===== src/rtl/regfile_probe_sequencer.sv =====
// ============================================================================
// Module      : regfile_probe_sequencer
// Description : Bring-up sequencer. It drives the CPU register file from the
//               board switches and push-button. A debounced press latches a
//               5-bit address and a mode, then runs either a write-then-check
//               or a plain read on the register file ports.
// Revision    : 1.0 - initial release
// ============================================================================
`default_nettype none

module regfile_probe_sequencer #(
  parameter int unsigned DEBOUNCE_CYCLES = 50000,
  parameter int unsigned RD_LAT          = 1,
  parameter logic [31:0] WRITE_DATA      = 32'h0000_0015
) (
  input  logic        clk,
  input  logic        rst_n,
  input  logic        switch0,
  input  logic        switch1,
  input  logic        switch2,
  input  logic        switch3,
  input  logic        button1,
  output logic [4:0]  rs1_addr,
  output logic [4:0]  rs2_addr,
  output logic [4:0]  rd_addr,
  output logic [31:0] wr_data,
  output logic        wr_en,
  input  logic [31:0] rd_data1,
  input  logic [31:0] rd_data2,
  output logic [31:0] display,
  output logic        pass,
  output logic        fail,
  output logic        busy
);

  localparam int unsigned    DB_W     = $clog2(DEBOUNCE_CYCLES);
  localparam logic [DB_W-1:0] DB_MAX  = DB_W'(DEBOUNCE_CYCLES - 1);
  localparam logic [3:0]     RD_LAT_C = 4'(RD_LAT);

  typedef enum logic [1:0] {
    S_IDLE  = 2'd0,
    S_WRITE = 2'd1,
    S_READ  = 2'd2,
    S_HOLD  = 2'd3
  } state_t;

  // Synchroniser stages; button idles released (1).
  logic [1:0]      btn_sync_q;
  logic [3:0]      sw_meta_q;
  logic [3:0]      sw_sync_q;

  // Debounce state.
  logic            db_q;
  logic            db_dly_q;
  logic [DB_W-1:0] db_cnt_q;

  // Sequencer state and registered outputs.
  state_t          state_q;
  logic [4:0]      addr_q;
  logic            mode_q;
  logic [3:0]      wait_q;
  logic [4:0]      rs1_addr_q;
  logic [4:0]      rs2_addr_q;
  logic [4:0]      rd_addr_q;
  logic [31:0]     wr_data_q;
  logic            wr_en_q;
  logic [31:0]     display_q;
  logic            pass_q;
  logic            fail_q;
  logic            busy_q;

  logic            w_btn_s;
  logic            w_press;
  logic [4:0]      w_addr;
  logic [31:0]     w_exp;
  logic            w_match;

  assign w_btn_s = btn_sync_q[1];
  // Single-cycle pulse on the debounced released->pressed transition.
  assign w_press = db_dly_q & ~db_q;
  assign w_addr  = {2'b00, sw_sync_q[2:0]};
  // x0 is hardwired to zero, so a write there must read back as zero.
  assign w_exp   = (addr_q == 5'd0) ? 32'd0 : WRITE_DATA;
  assign w_match = (rd_data1 == w_exp) && (rd_data2 == w_exp);

  // Two-flop synchronisers for the asynchronous board pins.
  always_ff @(posedge clk) begin
    if (!rst_n) begin
      btn_sync_q <= 2'b11;
      sw_meta_q  <= 4'd0;
      sw_sync_q  <= 4'd0;
    end else begin
      btn_sync_q <= {btn_sync_q[0], button1};
      sw_meta_q  <= {switch3, switch2, switch1, switch0};
      sw_sync_q  <= sw_meta_q;
    end
  end

  // Debounce: the level flips only after DEBOUNCE_CYCLES consecutive differing samples.
  always_ff @(posedge clk) begin
    if (!rst_n) begin
      db_q     <= 1'b1;
      db_dly_q <= 1'b1;
      db_cnt_q <= '0;
    end else begin
      db_dly_q <= db_q;
      if (w_btn_s != db_q) begin
        if (db_cnt_q == DB_MAX) begin
          db_q     <= w_btn_s;
          db_cnt_q <= '0;
        end else begin
          db_cnt_q <= db_cnt_q + DB_W'(1);
        end
      end else begin
        db_cnt_q <= '0;
      end
    end
  end

  // Sequencer FSM with registered register-file and status outputs.
  always_ff @(posedge clk) begin
    if (!rst_n) begin
      state_q    <= S_IDLE;
      addr_q     <= 5'd0;
      mode_q     <= 1'b0;
      wait_q     <= 4'd0;
      rs1_addr_q <= 5'd0;
      rs2_addr_q <= 5'd0;
      rd_addr_q  <= 5'd0;
      wr_data_q  <= 32'd0;
      wr_en_q    <= 1'b0;
      display_q  <= 32'd0;
      pass_q     <= 1'b0;
      fail_q     <= 1'b0;
      busy_q     <= 1'b0;
    end else begin
      wr_en_q <= 1'b0;
      case (state_q)
        S_IDLE: begin
          if (w_press) begin
            addr_q     <= w_addr;
            mode_q     <= sw_sync_q[3];
            rs1_addr_q <= w_addr;
            rs2_addr_q <= w_addr;
            rd_addr_q  <= w_addr;
            pass_q     <= 1'b0;
            fail_q     <= 1'b0;
            busy_q     <= 1'b1;
            wait_q     <= 4'd1;
            if (sw_sync_q[3] && (w_addr != 5'd0)) begin
              state_q   <= S_WRITE;
              wr_en_q   <= 1'b1;
              wr_data_q <= WRITE_DATA;
            end else begin
              state_q <= S_READ;
            end
          end
        end
        S_WRITE: begin
          state_q <= S_READ;
        end
        S_READ: begin
          if (wait_q == RD_LAT_C) begin
            display_q <= rd_data1;
            if (mode_q) begin
              pass_q <= w_match;
              fail_q <= ~w_match;
            end
            state_q <= S_HOLD;
          end else begin
            wait_q <= wait_q + 4'd1;
          end
        end
        S_HOLD: begin
          // A new sequence needs a release first.
          if (db_q) begin
            state_q <= S_IDLE;
            busy_q  <= 1'b0;
          end
        end
        default: begin
          state_q <= S_IDLE;
        end
      endcase
    end
  end

  assign rs1_addr = rs1_addr_q;
  assign rs2_addr = rs2_addr_q;
  assign rd_addr  = rd_addr_q;
  assign wr_data  = wr_data_q;
  assign wr_en    = wr_en_q;
  assign display  = display_q;
  assign pass     = pass_q;
  assign fail     = fail_q;
  assign busy     = busy_q;

endmodule

`default_nettype wire


===== config.mk =====
export PLATFORM = sky130hd
export DESIGN_NAME = regfile_probe_sequencer
export DESIGN_NICKNAME = d
export VERILOG_FILES = /design/src/rtl/regfile_probe_sequencer.sv
export SDC_FILE = /design/constraint.sdc
export NUM_CORES = 1
export LEC_CHECK = 0
export BUFFER_PORTS_ARGS = -buffer_cell sky130_fd_sc_hd__buf_2
export CAP_MARGIN = 30
export CORE_UTILIZATION = 47
export CTS_CLUSTER_DIAMETER = 120
export DETAILED_ROUTE_END_ITERATION = 8
export PLACE_DENSITY_LB_ADDON = 0.25
export SYNTH_ARGS = -nofsm -noshare
export SYNTH_HDL_FRONTEND = slang
export SYNTH_SLANG_ARGS = --single-unit
export TNS_END_PERCENT = 50

===== constraint.sdc =====
create_clock -name clk -period 2.1 [get_ports clk]
set_input_delay 0.21 -clock clk [delete_from_list [all_inputs] [get_ports clk]]
set_output_delay 0.21 -clock clk [all_outputs]
set_load 0.005 [all_outputs]

==> results.sh <==
export IMPL_outcome="finished clean"
export IMPL_gr_usage_all_layers_pct=21.0
export IMPL_start_util_pct=49.1
export IMPL_nets=592
export IMPL_yosys_top_cells_area="dfxtp_1 44%, buf_4 9.6%, nand2_1 8.0%"
export IMPL_io_pins=154
export IMPL_syn_area_mm2=0.00338
export IMPL_clk_latency_ns=0.34
export IMPL_seqPwrFrac_pct=49.2
export IMPL_fmax_ghz=0.525
export IMPL_syn_inst=405
export IMPL_hold_viol_final=0
export IMPL_cp_required_ns=2.34
export IMPL_setup_tns_ns=0
export IMPL_clock_skew_ns=0.0107
export IMPL_synth_top_cell_area_share_pct=44.5
export IMPL_cp_end_kind="flip-flop"
export IMPL_vias=2968
export IMPL_synth_area_per_cell_um2=8.34
export IMPL_grt_antenna_before_repair=0
export IMPL_wl_met1_um=3340
export IMPL_clockRootBuffer="clkbuf_8"
export IMPL_period_share_pct=90.7
export IMPL_setup_viol=0
export IMPL_cts_tree="built"
export IMPL_syn2layout_area_growth_pct=21.1
export IMPL_grt_max_degree=33
export IMPL_grt_pass1_vias=2594
export IMPL_synth_largest_area_cell="dfxtp_1"
export IMPL_placed_cells=600
export IMPL_multi_input_area_mm2=0.00157
export IMPL_cts_max_level=3
export IMPL_routed_via_density=4.83
export IMPL_finalNonFillerCells=615
export IMPL_die_h_um=86.8
export IMPL_intPower_w=0.00227
export IMPL_place_hpwl_um=6060
export IMPL_dp_slack_ns=0.208
export IMPL_n_antenna_cell=0
export IMPL_max_cap_viol_count=0
export IMPL_finalMaxSlewViolations=0
export IMPL_drt_pass1_iter_count=5
export IMPL_max_stage_delay_ns=0.41
export IMPL_drt_initial_drc_count=132
export IMPL_clkPwrFrac_pct=39.7
export IMPL_rows=30
export IMPL_holdCritPathClass="in -> reg"
export IMPL_async_reset_ff_share_pct=0
export IMPL_synth_distinct_cells=41
export IMPL_power_w=0.00301
export IMPL_rsz0062_at_grt="false"
export IMPL_drive_gt1_share_pct=27.6
export IMPL_drt_wl_total_um=7810
export IMPL_grt_pass1_wl_um=12100
export IMPL_wl_met3_um=511
export IMPL_crit_chain="ha_1 > or3b_4 > a221o_2 > and3_1 > a41o_1"
export IMPL_met2_wirelength_um=3830
export IMPL_combPwrFrac_pct=11.1
export IMPL_path_class="reg -> reg"
export IMPL_setup_slack_ns=0.196
export IMPL_numCtsBuffers=9
export IMPL_ant_nets=0
export IMPL_topRoutingLayerUsed="met4"
export IMPL_cts_num_sinks=75
export IMPL_fillerInstances=663
export IMPL_leakage_nw=1.76
export IMPL_post_cts_resized=0
export IMPL_crit_arrival_ns=2.14
export IMPL_yosysMostFrequentCell="dfxtp_1"
export IMPL_core_mm2=0.00687
export IMPL_p_per_area_mw_per_mm2=736
export IMPL_port_buffers=118
export IMPL_cts_hold_buf=0
export IMPL_irDropWorstVdd_v=0.000407
export IMPL_grt_overflow=0
export IMPL_wl_per_cell_um=12.7
export IMPL_die_w_um=86.8
export IMPL_ys_seq_area_share_pct=44.5
export IMPL_place_congestion=0.804
export IMPL_regArea_mm2=0.00150
export IMPL_synth_edf_count=0
export IMPL_critical_path_peak_fanout=5
export IMPL_synth_flop_cell="dfxtp_1"
export IMPL_fin_crit_ns=1.90
export IMPL_crit_path_start_kind="flip-flop"
export IMPL_netSwitchingFraction_pct=24.6
export IMPL_drc_errors=0
export IMPL_cts_setup_buffers=0
export IMPL_ys_ff_latch=75
export IMPL_dieArea_mm2=0.00753
export IMPL_clockBufferDepth=2
export IMPL_synth_common_cells="75 x dfxtp_1, 72 x nand2_1, 43 x buf_4"
export IMPL_clkTransAtPathRegs_ns=0.08
export IMPL_crit_path_top_delay_cell="or3b_4"
export IMPL_yosys_warnings=0
export IMPL_power_switching_w=0.000740
[through the flow]
step / cell area, µm² / hold slack, ns / util (%)
4_1_cts: 4090 / 0.0384 / 59.5
3_3_place_gp: 3870 / 0.390 / 56.4
5_1_grt: 4090 / 0.0609 / 59.5
3_5_place_dp: 3870 / 0.399 / 56.4
6_report: 4090 / 0.0509 / 59.5
2_1_floorplan: 3500 / 0.311 / -
[area by class of cell]
type / instances / area share, %
Inverter: 13 / 1.19
Clock inverter: 6 / 2.20
Clock buffer: 9 / 3.03
Sequential cell: 75 / 36.7
Timing Repair Buffer: 124 / 15.6
Multi-Input combinational cell: 292 / 38.3
Tap cell: 96 / 2.94
[worst max-delay path: cells and delay by family, from the launching register on]
| family | cells | cell delay [ns] |
|---|---|---|
| flops | 1 | 0.40 |
| compound gates | 2 | 0.61 |
| simple gates | 2 | 0.60 |
| fa+ha+maj | 1 | 0.19 |
[layout by cell type (no fill, tap or decap), drive strengths merged, types with 3 or more instances in the layout]
cell / netlist / final
o211ai: 3 / 3
xnor2: 11 / 11
mux2i: 6 / 6
nor2: 28 / 28
conb: 1 / 35
a21oi: 37 / 37
and3: 3 / 3
nand2b: 3 / 3
nand4: 8 / 8
inv: 13 / 14
dfxtp: 75 / 75
nor4: 20 / 20
a211oi: 3 / 3
nor3: 5 / 5
and2: 11 / 11
xor2: 4 / 4
o21ai: 6 / 6
ha: 6 / 6
a31oi: 3 / 3
nand3: 9 / 9
buf: 48 / 124
clkbuf: 11 / 9
nand2: 72 / 72
[layer usage]
layer,global-route usage (%),vias up
met5,0,-
met4,10.2,0
met3,4.76,12
met2,34.6,112
met1,26.0,1326
li1,-,1518
[registers in the layout, indices dropped and copies added, names as in the netlist]
register / flops
db_dly_q: 1
pass: 1
wr_data: 1
sw_meta_q: 4
state_q: 2
btn_sync_q: 2
db_cnt_q: 16
fail: 1
wr_en: 1
display: 32
wait_q: 4
db_q: 1
mode_q: 1
rd_addr: 3
busy: 1
sw_sync_q: 4
[worst paths after layout]
kind	from	endpoint	slack [ns]	cells after the start
setup / recovery	wait_q[0]$_SDFFE_PN0P_	pass$_SDFFE_PN0P_	0.20	5
setup reg to reg	wait_q[0]$_SDFFE_PN0P_	pass$_SDFFE_PN0P_	0.20	5
hold reg to reg	btn_sync_q[0]$_SDFF_PN1_	btn_sync_q[1]$_SDFF_PN1_	0.42	1
hold / removal	button1	btn_sync_q[0]$_SDFF_PN1_	0.05	2
[power groups by stage]
stage | Combinational (W) | Sequential [W] | Clock [W]
CTS | 0.000334 | 0.00148 | 0.00123
floorplan | 0.000252 | 0.00151 | 0
detailed placement | 0.000331 | 0.00151 | 0
finish | 0.000334 | 0.00148 | 0.00119
global placement | 0.000325 | 0.00151 | 0
global route | 0.000379 | 0.00148 | 0.00129
[cell families (layout without fill, tap and decap cells)]
family | Yosys count | count (layout) | share of synthesized area (%)
other | 1 | 35 | 0.111
flip-flops | 75 | 75 | 44.5
XOR/XNOR | 15 | 15 | 3.89
buffers and inverters | 72 | 152 | 13.0
adder cells (fa/ha/maj) | 6 | 6 | 2.22
multiplexers | 6 | 6 | 1.78
AO/OA/AOI/OAI | 61 | 61 | 10.6
AND/OR/NAND/NOR | 169 | 169 | 23.9
No activity file was read; power rests on OpenSTA's default activity.
